### src/rtl/traffic_pkg.sv
`default_nettype none
// ============================================================================
//  Module      : traffic_pkg
//  Description : Shared types and constants for the junction light sequencer:
//                phase state encoding, lamp patterns and default phase
//                durations (in timebase ticks).
//  Revision    : 1.0  initial release
// ============================================================================
package traffic_pkg;

  // Phase state encoding; codes 6 and 7 are unused and recover to ALL_RED_B.
  typedef enum logic [2:0] {
    MAIN_GREEN  = 3'd0,
    MAIN_YELLOW = 3'd1,
    ALL_RED_A   = 3'd2,
    SIDE_GREEN  = 3'd3,
    SIDE_YELLOW = 3'd4,
    ALL_RED_B   = 3'd5
  } state_e;

  // Lamp patterns, ordered {red, yellow, green}.
  localparam logic [2:0] RED = 3'b100;
  localparam logic [2:0] YEL = 3'b010;
  localparam logic [2:0] GRN = 3'b001;

  // Default phase durations in ticks and the counter width that holds them.
  localparam int DEF_GREEN_TICKS  = 10;
  localparam int DEF_YELLOW_TICKS = 3;
  localparam int DEF_ALLRED_TICKS = 2;
  localparam int DEF_CNT_W        = 5;

endpackage : traffic_pkg
`default_nettype wire

### src/rtl/traffic_phase_sequencer_phase_timer.sv
`default_nettype none
// ============================================================================
//  Module      : phase_timer
//  Description : Down-counter timing one light phase. Loads duration-1 on
//                phase entry, decrements once per timebase tick and flags
//                expiry on the tick where the count is already zero. The
//                count saturates at zero so a phase can be held open.
//  Revision    : 1.0  initial release
// ============================================================================
module phase_timer #(
  parameter int               CNT_W       = 5,
  parameter logic [CNT_W-1:0] RESET_VALUE = '0
) (
  input  logic             clk,
  input  logic             rst_n,
  input  logic             load,
  input  logic [CNT_W-1:0] load_value,
  input  logic             tick,
  output logic             expired,
  output logic [CNT_W-1:0] count
);

  logic [CNT_W-1:0] count_q;
  logic [CNT_W-1:0] count_d;

  // Next count: a load wins over a tick; otherwise count down to zero and stop.
  always_comb begin
    count_d = count_q;
    if (load) begin
      count_d = load_value;
    end else if (tick && (count_q != '0)) begin
      count_d = count_q - CNT_W'(1);
    end
  end

  // Counter register; reset value matches the duration of the reset phase.
  always_ff @(posedge clk or negedge rst_n) begin
    if (!rst_n) begin
      count_q <= RESET_VALUE;
    end else begin
      count_q <= count_d;
    end
  end

  assign expired = tick && (count_q == '0);
  assign count   = count_q;

endmodule : phase_timer
`default_nettype wire

### src/rtl/traffic_phase_sequencer.sv
`default_nettype none
// ============================================================================
//  Module      : traffic_phase_sequencer
//  Description : Two-road junction light sequencer with pedestrian walk lamp.
//                Main road rests on green and yields to a side-road car or a
//                latched pedestrian request once its minimum green has run.
//                All phase durations are counted in timebase ticks.
//  Revision    : 1.0  initial release
// ============================================================================
module traffic_phase_sequencer
  import traffic_pkg::*;
#(
  parameter int GREEN_TICKS  = DEF_GREEN_TICKS,
  parameter int YELLOW_TICKS = DEF_YELLOW_TICKS,
  parameter int ALLRED_TICKS = DEF_ALLRED_TICKS,
  parameter int CNT_W        = DEF_CNT_W
) (
  input  logic       clk,
  input  logic       controller_reset,
  input  logic       tick_enable,
  input  logic       side_sensor,
  input  logic       ped_request,
  output logic [2:0] main_light,
  output logic [2:0] side_light,
  output logic       walk,
  output logic       ped_ack
);

  localparam logic [CNT_W-1:0] GREEN_LOAD  = CNT_W'(GREEN_TICKS - 1);
  localparam logic [CNT_W-1:0] YELLOW_LOAD = CNT_W'(YELLOW_TICKS - 1);
  localparam logic [CNT_W-1:0] ALLRED_LOAD = CNT_W'(ALLRED_TICKS - 1);

  // Timer reload value for the phase being entered.
  function automatic logic [CNT_W-1:0] phase_load(input state_e s);
    case (s)
      MAIN_GREEN, SIDE_GREEN:   return GREEN_LOAD;
      MAIN_YELLOW, SIDE_YELLOW: return YELLOW_LOAD;
      default:                  return ALLRED_LOAD;
    endcase
  endfunction

  state_e           state_q;
  state_e           state_d;

  logic             ped_pending_q;
  logic             ped_pending_d;
  logic             walk_latched_q;
  logic             walk_latched_d;

  logic [2:0]       main_light_q;
  logic [2:0]       main_light_d;
  logic [2:0]       side_light_q;
  logic [2:0]       side_light_d;
  logic             walk_q;
  logic             walk_d;
  logic             ped_ack_q;
  logic             ped_ack_d;

  logic             timer_load;
  logic [CNT_W-1:0] timer_load_value;
  logic             timer_expired;
  logic [CNT_W-1:0] timer_count;

  logic             demand;
  logic             green_rest_done;
  logic             side_green_entry;

  // A waiting side car or a latched pedestrian asks main green to yield.
  assign demand          = side_sensor | ped_pending_q;
  // Minimum main green has elapsed once the saturating count sits at zero.
  assign green_rest_done = (timer_count == '0);

  phase_timer #(
    .CNT_W       (CNT_W),
    .RESET_VALUE (ALLRED_LOAD)
  ) u_phase_timer (
    .clk        (clk),
    .rst_n      (controller_reset),
    .load       (timer_load),
    .load_value (timer_load_value),
    .tick       (tick_enable),
    .expired    (timer_expired),
    .count      (timer_count)
  );

  // State register: reset parks the junction in the all-red clearance phase.
  always_ff @(posedge clk or negedge controller_reset) begin
    if (!controller_reset) begin
      state_q <= ALL_RED_B;
    end else begin
      state_q <= state_d;
    end
  end

  // Next-state logic: advance on phase expiry; main green also needs demand.
  always_comb begin
    state_d = state_q;
    case (state_q)
      MAIN_GREEN: begin
        if (tick_enable && green_rest_done && demand) begin
          state_d = MAIN_YELLOW;
        end
      end
      MAIN_YELLOW: begin
        if (timer_expired) state_d = ALL_RED_A;
      end
      ALL_RED_A: begin
        if (timer_expired) state_d = SIDE_GREEN;
      end
      SIDE_GREEN: begin
        if (timer_expired) state_d = SIDE_YELLOW;
      end
      SIDE_YELLOW: begin
        if (timer_expired) state_d = ALL_RED_B;
      end
      ALL_RED_B: begin
        if (timer_expired) state_d = MAIN_GREEN;
      end
      default: begin
        state_d = ALL_RED_B;
      end
    endcase
  end

  // Reload the phase timer on every state change, including illegal recovery.
  always_comb begin
    timer_load       = (state_d != state_q);
    timer_load_value = phase_load(state_d);
  end

  // Pedestrian latch: a new press always registers, even on the edge that
  // serves the previous one; the served request is captured into walk_latched.
  always_comb begin
    side_green_entry = (state_d == SIDE_GREEN) && (state_q != SIDE_GREEN);

    ped_pending_d = ped_pending_q;
    if (ped_request) begin
      ped_pending_d = 1'b1;
    end else if (side_green_entry) begin
      ped_pending_d = 1'b0;
    end

    walk_latched_d = walk_latched_q;
    if (side_green_entry) begin
      walk_latched_d = ped_pending_q;
    end else if (state_d != SIDE_GREEN) begin
      walk_latched_d = 1'b0;
    end
  end

  // Pedestrian latch registers; reset discards any request in flight.
  always_ff @(posedge clk or negedge controller_reset) begin
    if (!controller_reset) begin
      ped_pending_q  <= 1'b0;
      walk_latched_q <= 1'b0;
    end else begin
      ped_pending_q  <= ped_pending_d;
      walk_latched_q <= walk_latched_d;
    end
  end

  // Output decode from the next state so the lamps switch on the state edge.
  always_comb begin
    main_light_d = RED;
    side_light_d = RED;
    case (state_d)
      MAIN_GREEN:  main_light_d = GRN;
      MAIN_YELLOW: main_light_d = YEL;
      SIDE_GREEN:  side_light_d = GRN;
      SIDE_YELLOW: side_light_d = YEL;
      default: begin
        main_light_d = RED;
        side_light_d = RED;
      end
    endcase
    walk_d    = (state_d == SIDE_GREEN) && walk_latched_d;
    ped_ack_d = side_green_entry && ped_pending_q;
  end

  // Registered Moore outputs; reset forces both roads red and walk off.
  always_ff @(posedge clk or negedge controller_reset) begin
    if (!controller_reset) begin
      main_light_q <= RED;
      side_light_q <= RED;
      walk_q       <= 1'b0;
      ped_ack_q    <= 1'b0;
    end else begin
      main_light_q <= main_light_d;
      side_light_q <= side_light_d;
      walk_q       <= walk_d;
      ped_ack_q    <= ped_ack_d;
    end
  end

  assign main_light = main_light_q;
  assign side_light = side_light_q;
  assign walk       = walk_q;
  assign ped_ack    = ped_ack_q;

endmodule : traffic_phase_sequencer
`default_nettype wire
### config.mk
export PLATFORM = sky130hd
export DESIGN_NAME = traffic_phase_sequencer
export DESIGN_NICKNAME = d
export VERILOG_FILES = /design/src/rtl/traffic_pkg.sv /design/src/rtl/traffic_phase_sequencer_phase_timer.sv /design/src/rtl/traffic_phase_sequencer.sv
export SDC_FILE = /design/constraint.sdc
export NUM_CORES = 1
export LEC_CHECK = 0
export ABC_AREA = 1
export CAP_MARGIN = 20
export CORE_ASPECT_RATIO = 0.8
export CORE_MARGIN = 3
export CORE_UTILIZATION = 29
export CTS_CLUSTER_DIAMETER = 150
export CTS_CLUSTER_SIZE = 12
export DETAILED_ROUTE_END_ITERATION = 10
export PLACE_DENSITY_LB_ADDON = 0.25
export SYNTH_ARGS = -nofsm -noshare
export SYNTH_HDL_FRONTEND = slang
export SYNTH_SLANG_ARGS = --single-unit
export TNS_END_PERCENT = 20
### constraint.sdc
create_clock -name clk -period 3.2 [get_ports clk]
set_input_delay 0.64 -clock clk [delete_from_list [all_inputs] [get_ports clk]]
set_output_delay 0.64 -clock clk [all_outputs]
set_load 0.05 [all_outputs]
=== Yosys cells after proc, flatten, opt, wreduce, memory -nomap -nowiden ===
Cells that the tools add are included.

* Bits in latches: 0
* Memories kept: 0
* Bits in writable memories: 0
* ROM bits: 0
* Word-level logic and storage cells: 51
* Register bits after elaboration: 18
* Output and inout port bits: 8

* $mul: 0
* Shift-type cells: 0
* Mux-type cells: 16
* Divide/modulo/power cells: 0
* Reduce and logical (&&, ||, !) cells: 14
* Order comparisons: 0
* Eq/ne operators: 11
* Bitwise logic cells: 1
* Add/subtract/negate cells: 1

{| class="wikitable"
|+ Operators with widths
! cell !! number
|-
| two-way mux 3 bit || 6
|-
| case mux 3 bit (6 select lines) || 1
|-
| case mux 3 bit (2 select lines) || 2
|-
| two-way mux 5 bit || 2
|-
| equality test 3 x 2 -> 1 bit, second input constant || 3
|-
| equality test 3 bit, second input constant || 3
|-
| case mux 4 bit (2 select lines) || 1
|-
| equality test 3 x 1 -> 1 bit, second input constant || 2
|-
| logical AND 1 bit || 6
|-
| zero test 3 bit || 2
|-
| != test 3 x 2 -> 1 bit, second input constant || 2
|-
| zero test 5 bit || 1
|-
| nonzero test 5 bit || 1
|-
| subtractor 5 x 1 -> 5 bit, second input constant || 1
|-
| two-way mux 1 bit || 4
|-
| nonzero test 2 bit || 2
|-
| OR reduction 2 bit || 2
|-
| != test 3 bit || 1
|-
| bitwise OR 1 bit || 1
|}

=== Logic depth before layout (Yosys ltp) ===
Gate-level depths: netlist of the first run.

* Word-level depth: 9
* Mapped depth: 13
* Gate-level depth less buffers: 13

=== Modules after synthesis ===
Synthesis of the first run repeated with hierarchy kept, for this count alone.

* Cell total of the unflattened synthesis: 124
* Area total of the unflattened synthesis: 978.4 sq um

{| class="wikitable"
|+ By module, submodules not included
! module !! area each (sq um) !! instances !! cells an instance !! sequential area each (sq um)
|-
| traffic_phase_sequencer || 641.9 || 1 || 78 || 330.3
|-
| phase_timer || 336.6 || 1 || 46 || 126.4
|}

=== Worst setup path after synthesis of the first run ===
OpenSTA, ideal clock, no wires.

* Kind: reg-to-reg
* Start: reg u_phase_timer.count_q[0], in the netlist u_phase_timer.count[0]
* End: reg u_phase_timer.count_q[4], in the netlist u_phase_timer.count[4]
* Cell stages (with the launch flop): 11
* Data required time: 3.077 ns
* Path slack: 1.637 ns
* Setup time: 0.123 ns
* Path buffers: 0
* Data arrival time: 1.439 ns
* Clock period less this slack: 1.563 ns
* Cells stage by stage: dfstp_2 -> inv_1 -> ha_1 -> inv_1 -> nor2_2 -> nand2_2 -> nand2_1 -> nor2_1 -> nand2_1 -> o21ai_0 -> a21oi_1

* Word-level cells in the longest chain between the ends: 7
* Elaborated cells between the ends (all ways): 17
* Classes of those cells: add/sub: 1; eq/ne: 1; mux: 9; reduce/logical: 6

{| class="wikitable"
|+ RTL lines
! element !! RTL line !! text
|-
| start: declaration || traffic_phase_sequencer_phase_timer.sv:23 || <nowiki>logic [CNT_W-1:0] count_q;</nowiki>
|-
| start signal: assignment || traffic_phase_sequencer_phase_timer.sv:41 || <nowiki>count_q <= count_d;</nowiki>
|-
| zero test 5 bit || traffic_phase_sequencer_phase_timer.sv:45, traffic_phase_sequencer.sv:71 ||
|-
| logical AND 1 bit || traffic_phase_sequencer_phase_timer.sv:45, traffic_phase_sequencer.sv:100 ||
|-
| logical AND 1 bit || traffic_phase_sequencer.sv:100 || <nowiki>if (tick_enable && green_rest_done && demand) begin</nowiki>
|-
| two-way mux 3 bit || traffic_phase_sequencer.sv:100 ||
|-
| case mux 3 bit (6 select lines) || traffic_phase_sequencer.sv:98 || <nowiki>case (state_q)</nowiki>
|-
| != test 3 bit || traffic_phase_sequencer.sv:127 || <nowiki>timer_load = (state_d != state_q);</nowiki>
|-
| two-way mux 5 bit or nonzero test 2 bit (tied branches) || - ||
|}

Parallel ways exist; a longest one is shown, timed or not. The select of a mux whose other input is x is not followed.
A chain may end at the register's enable or synchronous reset.

=== Worst setup path in the final report of the first run ===
* Start: reg side_light_q[2], in the netlist side_light[2]
* End: out side_light[2]

{| class="wikitable"
|+ RTL lines
! element !! RTL line !! text
|-
| start: declaration || traffic_phase_sequencer.sv:52 || <nowiki>logic [2:0] side_light_q;</nowiki>
|-
| start signal: assignment || traffic_phase_sequencer.sv:189 || <nowiki>side_light_q <= side_light_d;</nowiki>
|-
| end: declaration || traffic_phase_sequencer.sv:24 || <nowiki>output logic [2:0] side_light,</nowiki>
|}

No word-level cell between the ends.

==> results.md, run 1 <==
- Via/cell ratio: 4.22
- Ports: 13
- CTS tree: built
- Cell count after synthesis: 102
- Non-filler cells, final: 156
- Reg2reg start: u_phase_timer.count[0]$_DFFE_PN1P_
- Hold buffers post-CTS: 0
- Area growth, synth to finish: 24.1%
- Clk slew on worst S/H paths: 70 ps
- Cells on worst reg2reg path: 10
- Synth Area in Compound Gates: 7.86%
- Worst Max-Slew Pin Slew: 768 ps
- Max cap viols: 0
- Filler cell count: 306
- Cell Area, Synth: 923 sq um
- Vias in the first global route: 615
- Reg-to-reg slack, setup: 1440 ps
- Initial core utilization: 31.9%
- Worst Skew: 2.66 ps
- Global route total overflow: 0
- Synth cell types: 23
- Crit path DAT: 1550 ps
- Drt drc: 0
- Sequential area share after synthesis: 49.5%
- Adder-cell share of the synthesized area: 2.71%
- Clk buf depth: 2
- Total negative slack: 0 ps
- Slowest stage cell on the critical path: clkdlybuf4s50_1
- Stages on the worst setup path: 1
- CORE AREA: 2890 sq um
- Layout cells sized above 1: 28.8%
- Worst setup SP type: flop
- Final Cycle Share: 68.4%
- Register bit total from synthesis: 18
- Crit-path max cell delay: 790 ps
- WL final: 1590 um
- WS Path Type: flop to output port
- Worst min path class: flop to flop
- Most frequent cells in the layout: 17 x nand2_1, 14 x inv_1, 13 x dfrtp_1, 12 x clkdlybuf4s50_1, 9 x nor2_1
- Total number of vias: 658
- Net Switching: 0.507 mW
- Internal power: 0.627 mW
- CTS buffer count: 3
- Switch share: 44.7%
- Postcts setup bufs: 0
- CP Max Fanout: 1
- RSZ-0062 raised after global routing: false
- Clk root buf: clkbuf_8
- H-tree levels: 1
- Placed Area: 1090 sq um
- Reg2reg end: u_phase_timer.count[4]$_DFFE_PN0P_
- Largest net degree at the start of global routing: 19
- Crit-path cells: clkdlybuf4s50_1
- Final #Nets: 126
- Hold slack: 478 ps
- Resize count post-CTS: 0
- Max Clock Freq: 457 MHz
- Crit path from: side_light[2]$_DFF_PN1_
- Chip width: 69.1 um
- Design Power: 1.13 mW
- Post-Syn Area per Cell: 9.05 sq um
- Req. time, crit path: 2560 ps
- Die Span Y: 56.5 um
- Placed insts: 152
- Post-synthesis xor/xnor area fraction: 1.90%
- Worst skew pair latency: 250 ps
- Post-route antenna net violation count: 0
- Antenna cells: 0
- Setup-failing EPs final: 0
- Seq pwr share: 33.5%
- Syn nets: 109
- Comb pwr share: 50.5%
- Buffers on Ports: 12
- WL per Instance: 10.2 um
- Final Instance Area: 1150 sq um
- P per Cell Area: 990 nW/um^2
- Gr usage total: 8.69%
- Crit path to: side_light[2]
- First-pass GRT wire length: 2730 um
- Clock power frac: 16.0%
- Final Max Tran Viols: 0
- Detailed Route Iter0 Violations: 28
- LEAKAGE: 0.562 nW
- Fin. Hold Viols: 0
- Worst path bufs/invs: 1
- Commonest non-fill, non-tap cell in the layout: nand2_1
- Multi-input logic area: 394 sq um
- Mux cell area share after synthesis: 0%
- Antenna violations before repair: 0
- Min Tclk post-route: 2190 ps
- Site row count: 17
- Register Area: 457 sq um
- Post-DP HPWL: 1300 um
- Family with the most delay on the worst path: buffers and inverters
- Largest family of logic cells by synthesized area: simple AND/OR/NAND/NOR gates
- Warnings, synthesis: 0
- CP Capture Type: output port
- Die area: 3900 sq um
- Gpl congestion: 0.908
- Drt pass-1 iters: 5
- Clock Sinks: 18
- Synth Area in Simple Gates: 30.2%
- Run status: complete, no violations
- Relative max-transition margin: 48.7%
- Max rail drop VDD: 265 uV
## power groups by stage
| stage | Combinational [mW] | Clock [mW] | Sequential, mW |
|---|---|---|---|
| after global routing | 0.633 | 0.198 | 0.389 |
| final | 0.573 | 0.182 | 0.380 |
| after floorplan | 0.349 | 0 | 0.473 |
| after global placement | 0.574 | 0 | 0.384 |
| after CTS | 0.576 | 0.190 | 0.381 |
| after detailed placement | 0.575 | 0 | 0.384 |
## area by class of cell
type / instances / share of cell area, %
multi-input cells: 65 / 34.4
clock buffers: 4 / 4.80
flip-flops and latches: 18 / 39.8
well taps: 38 / 4.15
repair buffers: 12 / 10.5
inverters: 19 / 6.33
## flip-flops by register name, indices dropped and copies added, names as in the netlist
name                 count
ped_ack                  1
side_light               3
main_light               3
u_phase_timer.count      5
state_q                  3
walk_latched_q           1
ped_pending_q            1
walk                     1
## layer usage
metal  track usage (%)  wire (um)  vias to the layer above
li1                  -          -                      353
met1              12.1        806                      286
met2              12.6        686                       17
met3              3.58         85                        2
met4              1.67         10                        0
met5                 0          0                        -
## worst register-to-register path: stages, from the launching register on
cell,delay (ps)
dfstp_2,540
inv_1,70
ha_1,220
inv_1,70
nor2_2,50
nand2_2,100
nand2_1,80
nor2_1,190
nand2_1,90
o21ai_0,170
a21oi_1,70
## synthesized netlist by cell type
| master | number | area, sq um |
|---|---|---|
| xor2_1 | 2 | 17.5 |
| dfstp_2 | 5 | 131 |
| a21oi_1 | 2 | 10.0 |
| nand3b_1 | 1 | 7.51 |
| nand3_1 | 3 | 15.0 |
| nand2_1 | 17 | 63.8 |
| inv_1 | 14 | 52.6 |
| nand4_4 | 1 | 21.3 |
| nand2_2 | 7 | 43.8 |
| o21ai_0 | 4 | 20.0 |
| a31o_2 | 2 | 17.5 |
| ha_1 | 2 | 25.0 |
| clkinv_2 | 1 | 5.00 |
| inv_2 | 4 | 15.0 |
| a21o_1 | 1 | 7.51 |
| nor2_1 | 9 | 33.8 |
| nand3_2 | 3 | 30.0 |
| dfrtp_1 | 13 | 325 |
| nand4_1 | 2 | 12.5 |
| nor3_1 | 2 | 10.0 |
| nor2_4 | 2 | 22.5 |
| a21oi_2 | 2 | 17.5 |
| nor2_2 | 3 | 18.8 |
## how the worst min path moves through the flow
stage                                        from  cells past startpoint                                  to  slack, ps
2_1_floorplan                    controller_reset                      0             main_light[0]$_DFF_PN0_        340
6_report       u_phase_timer.count[0]$_DFFE_PN1P_                      2  u_phase_timer.count[0]$_DFFE_PN1P_        480
3_3_place_gp   u_phase_timer.count[0]$_DFFE_PN1P_                      2  u_phase_timer.count[0]$_DFFE_PN1P_        470
3_5_place_dp   u_phase_timer.count[0]$_DFFE_PN1P_                      2  u_phase_timer.count[0]$_DFFE_PN1P_        470
4_1_cts        u_phase_timer.count[0]$_DFFE_PN1P_                      2  u_phase_timer.count[0]$_DFFE_PN1P_        480
5_1_grt        u_phase_timer.count[0]$_DFFE_PN1P_                      2  u_phase_timer.count[0]$_DFFE_PN1P_        500
## cell families after synthesis
| group | after synthesis |
|---|---|
| AO/OA/AOI/OAI | 11 |
| adder cells (fa/ha/maj) | 2 |
| buffers and inverters | 19 |
| AND/OR/NAND/NOR | 50 |
| XOR/XNOR | 2 |
| flip-flops | 18 |
## per-stage QoR
| step | setup WS, ps | utilization [%] |
|---|---|---|
| 2_1_floorplan | 1640 | - |
| 3_3_place_gp | 1100 | 37.7 |
| 3_5_place_dp | 1100 | 37.7 |
| 4_1_cts | 996 | 39.6 |
| 5_1_grt | 976 | 39.6 |
| 6_report | 1010 | 39.6 |
No activity file was read; power rests on OpenSTA's default activity.
==> run 2, diff against run 1 <==
==> constraint.sdc (replaced) <==
create_clock -name clk -period 1.75 [get_ports clk]
set_input_delay 0.35 -clock clk [delete_from_list [all_inputs] [get_ports clk]]
set_output_delay 0.35 -clock clk [all_outputs]
set_load 0.05 [all_outputs]
==> results.md, run 2 (synthesis gave the netlist of run 1 again) <==
- Run status: complete, no violations (unchanged)
- Gpl congestion: 0.910 (was 0.908)
- Chip width: 69.1 um (unchanged)
- Final #Nets: 131 (was 126)
- Filler cell count: 302 (was 306)
- Register Area: 457 sq um (unchanged)
- Most frequent cells in the layout: 16 x nand2_1, 13 x inv_1, 13 x dfrtp_1, 11 x buf_4, 8 x nor2_1 (was 17 x nand2_1, 14 x inv_1, 13 x dfrtp_1, 12 x clkdlybuf4s50_1, 9 x nor2_1)
- Antenna cells: 0 (unchanged)
- Max cap viols: 0 (unchanged)
- Worst min path class: input port to async pin (was flop to flop)
- Largest net degree at the start of global routing: 19 (unchanged)
- Worst setup SP type: flop (unchanged)
- Final Core Density: 43.0% (was 39.6%)
- RSZ-0062 raised after global routing: false (unchanged)
- CORE AREA: 2890 sq um (unchanged)
- Relative max-transition margin: 76.7% (was 48.7%)
- Req. time, crit path: 1910 ps (was 2560 ps)
- Crit-path max cell delay: 540 ps (was 790 ps)
- Final Cycle Share: 93.0%
- Post-DP HPWL: 1320 um (was 1300 um)
- Non-filler cells, final: 161 (was 156)
- Buffers on Ports: 12 (unchanged)
- P per Cell Area: 1830 nW/um^2 (was 990 nW/um^2)
- WS Path Type: flop to flop (was flop to output port)
- Final worst slack: 122 ps (was 1010 ps)
- LEAKAGE: 0.620 nW (was 0.562 nW)
- Ports: 13 (unchanged)
- Post-route antenna net violation count: 0 (unchanged)
- CP Capture Type: flop (was output port)
- Crit-path cells: inv_1 > ha_4 > inv_2 > nor2_4 > nand4_4 > nand3_4 > a21oi_4 > nor2_1 > nand2_1 > nand2_1 (was clkdlybuf4s50_1)
- First-pass GRT wire length: 3120 um (was 2730 um)
- Drt drc: 0 (unchanged)
- WL final: 1750 um (was 1590 um)
- Multi-input logic area: 449 sq um (was 394 sq um)
- Area growth, synth to finish: 34.7% (was 24.1%)
- H-tree levels: 1 (unchanged)
- Min Tclk post-route: 1630 ps
- Clk buf depth: 2 (unchanged)
- Max FFs per register: 5 (unchanged)
- Fin. Hold Viols: 0 (unchanged)
- Design Power: 2.28 mW (was 1.13 mW)
- Crit path DAT: 1790 ps (was 1550 ps)
- Global route total overflow: 0 (unchanged)
- Clk root buf: clkbuf_8 (unchanged)
- Max rail drop VDD: 582 uV (was 265 uV)
- Via/cell ratio: 4.55 (was 4.22)
- CTS buffer count: 3 (unchanged)
- Initial core utilization: 31.9% (unchanged)
- Setup-failing EPs final: 0 (unchanged)
- Detailed Route Iter0 Violations: 23 (was 28)
- Site row count: 17 (unchanged)
- Drt pass-1 iters: 6 (was 5)
- CTS tree: built (unchanged)
- Most used cell, CP: nand2_1
- Total negative slack: 0 ps (unchanged)
- Gr usage total: 10.1% (was 8.69%)
- Placed insts: 157 (was 152)
- Worst Max-Slew Pin Slew: 348 ps (was 768 ps)
- Final Instance Area: 1240 sq um (was 1150 sq um)
- Worst Skew: 12.4 ps (was 2.66 ps)
- Clk slew on worst S/H paths: 80 ps (was 70 ps)
- Worst skew pair latency: 260 ps (was 250 ps)
- Hold slack: 410 ps (was 478 ps)
- Total number of vias: 732 (was 658)
- Antenna violations before repair: 0 (unchanged)
- Commonest non-fill, non-tap cell in the layout: nand2_1 (unchanged)
- Die Span Y: 56.5 um (unchanged)
- WL per Instance: 10.9 um (was 10.2 um)
- Hold buffers post-CTS: 0 (unchanged)
- Die area: 3900 sq um (unchanged)
- Final Max Tran Viols: 0 (unchanged)
- Max Clock Freq: 614 MHz
- Clock Sinks: 18 (unchanged)
- Placed Area: 1130 sq um (was 1090 sq um)
- Slowest stage cell on the critical path: dfstp_2 (was clkdlybuf4s50_1)
- CP Max Fanout: 6 (was 1)
- Worst slack, placed: -53.0 ps (was 1100 ps)
- Vias in the first global route: 699 (was 615)
- Layout cells sized above 1: 41.5% (was 28.8%)
-- run 2: layout make-up --
type | count | area share, %
Inverter | 19 | 5.84
Clock buffer | 4 | 4.43
Multi-Input combinational cell | 65 | 36.1
Tap cell | 38 | 3.82
Timing Repair Buffer | 17 | 13.1
Sequential cell | 18 | 36.7
-- run 2: what timing repair did --
action	in CTS	in global routing
pin swaps	0	2
buffers inserted	0	0
setup endpoints to repair	1	6
gates resized for setup	0	13
-- run 2: worst max-delay path: cells and delay by family (launching register included) --
family	cells	cell delay (ps)
DFF	1	540
adders and majority gates	1	180
buffers and inverters	2	150
AOI/OAI and AO/OA	1	190
and+or+nand+nor	6	450
-- run 2: report_power, final --
part / total, mW / switching (mW) / internal, mW
combinational: 1.23 / 0.767 / 0.458
clock: 0.344 / 0.144 / 0.200
sequential: 0.712 / 0.117 / 0.595
total: 2.28 / 1.03 / 1.25
-- run 2: worst paths after layout --
check	end	depth (start not counted)	startpoint	slack (ps)
setup / recovery	u_phase_timer.count[3]$_DFFE_PN0P_	10	u_phase_timer.count[0]$_DFFE_PN1P_	120
hold / removal	u_phase_timer.count[1]$_DFFE_PN0P_	2	controller_reset	410
setup reg to reg	u_phase_timer.count[3]$_DFFE_PN0P_	10	u_phase_timer.count[0]$_DFFE_PN1P_	120
hold reg to reg	u_phase_timer.count[0]$_DFFE_PN1P_	2	u_phase_timer.count[0]$_DFFE_PN1P_	480
max in group asynchronous	side_light[2]$_DFF_PN1_	2	controller_reset	1070
min in group clk	u_phase_timer.count[0]$_DFFE_PN1P_	2	u_phase_timer.count[0]$_DFFE_PN1P_	480
-- run 2: routing by layer --
metal	track usage, %	part of all wire (%)
met5	0	0
met4	5.29	1.0
met3	3.58	3.9
met1	13.2	49
met2	14.5	46
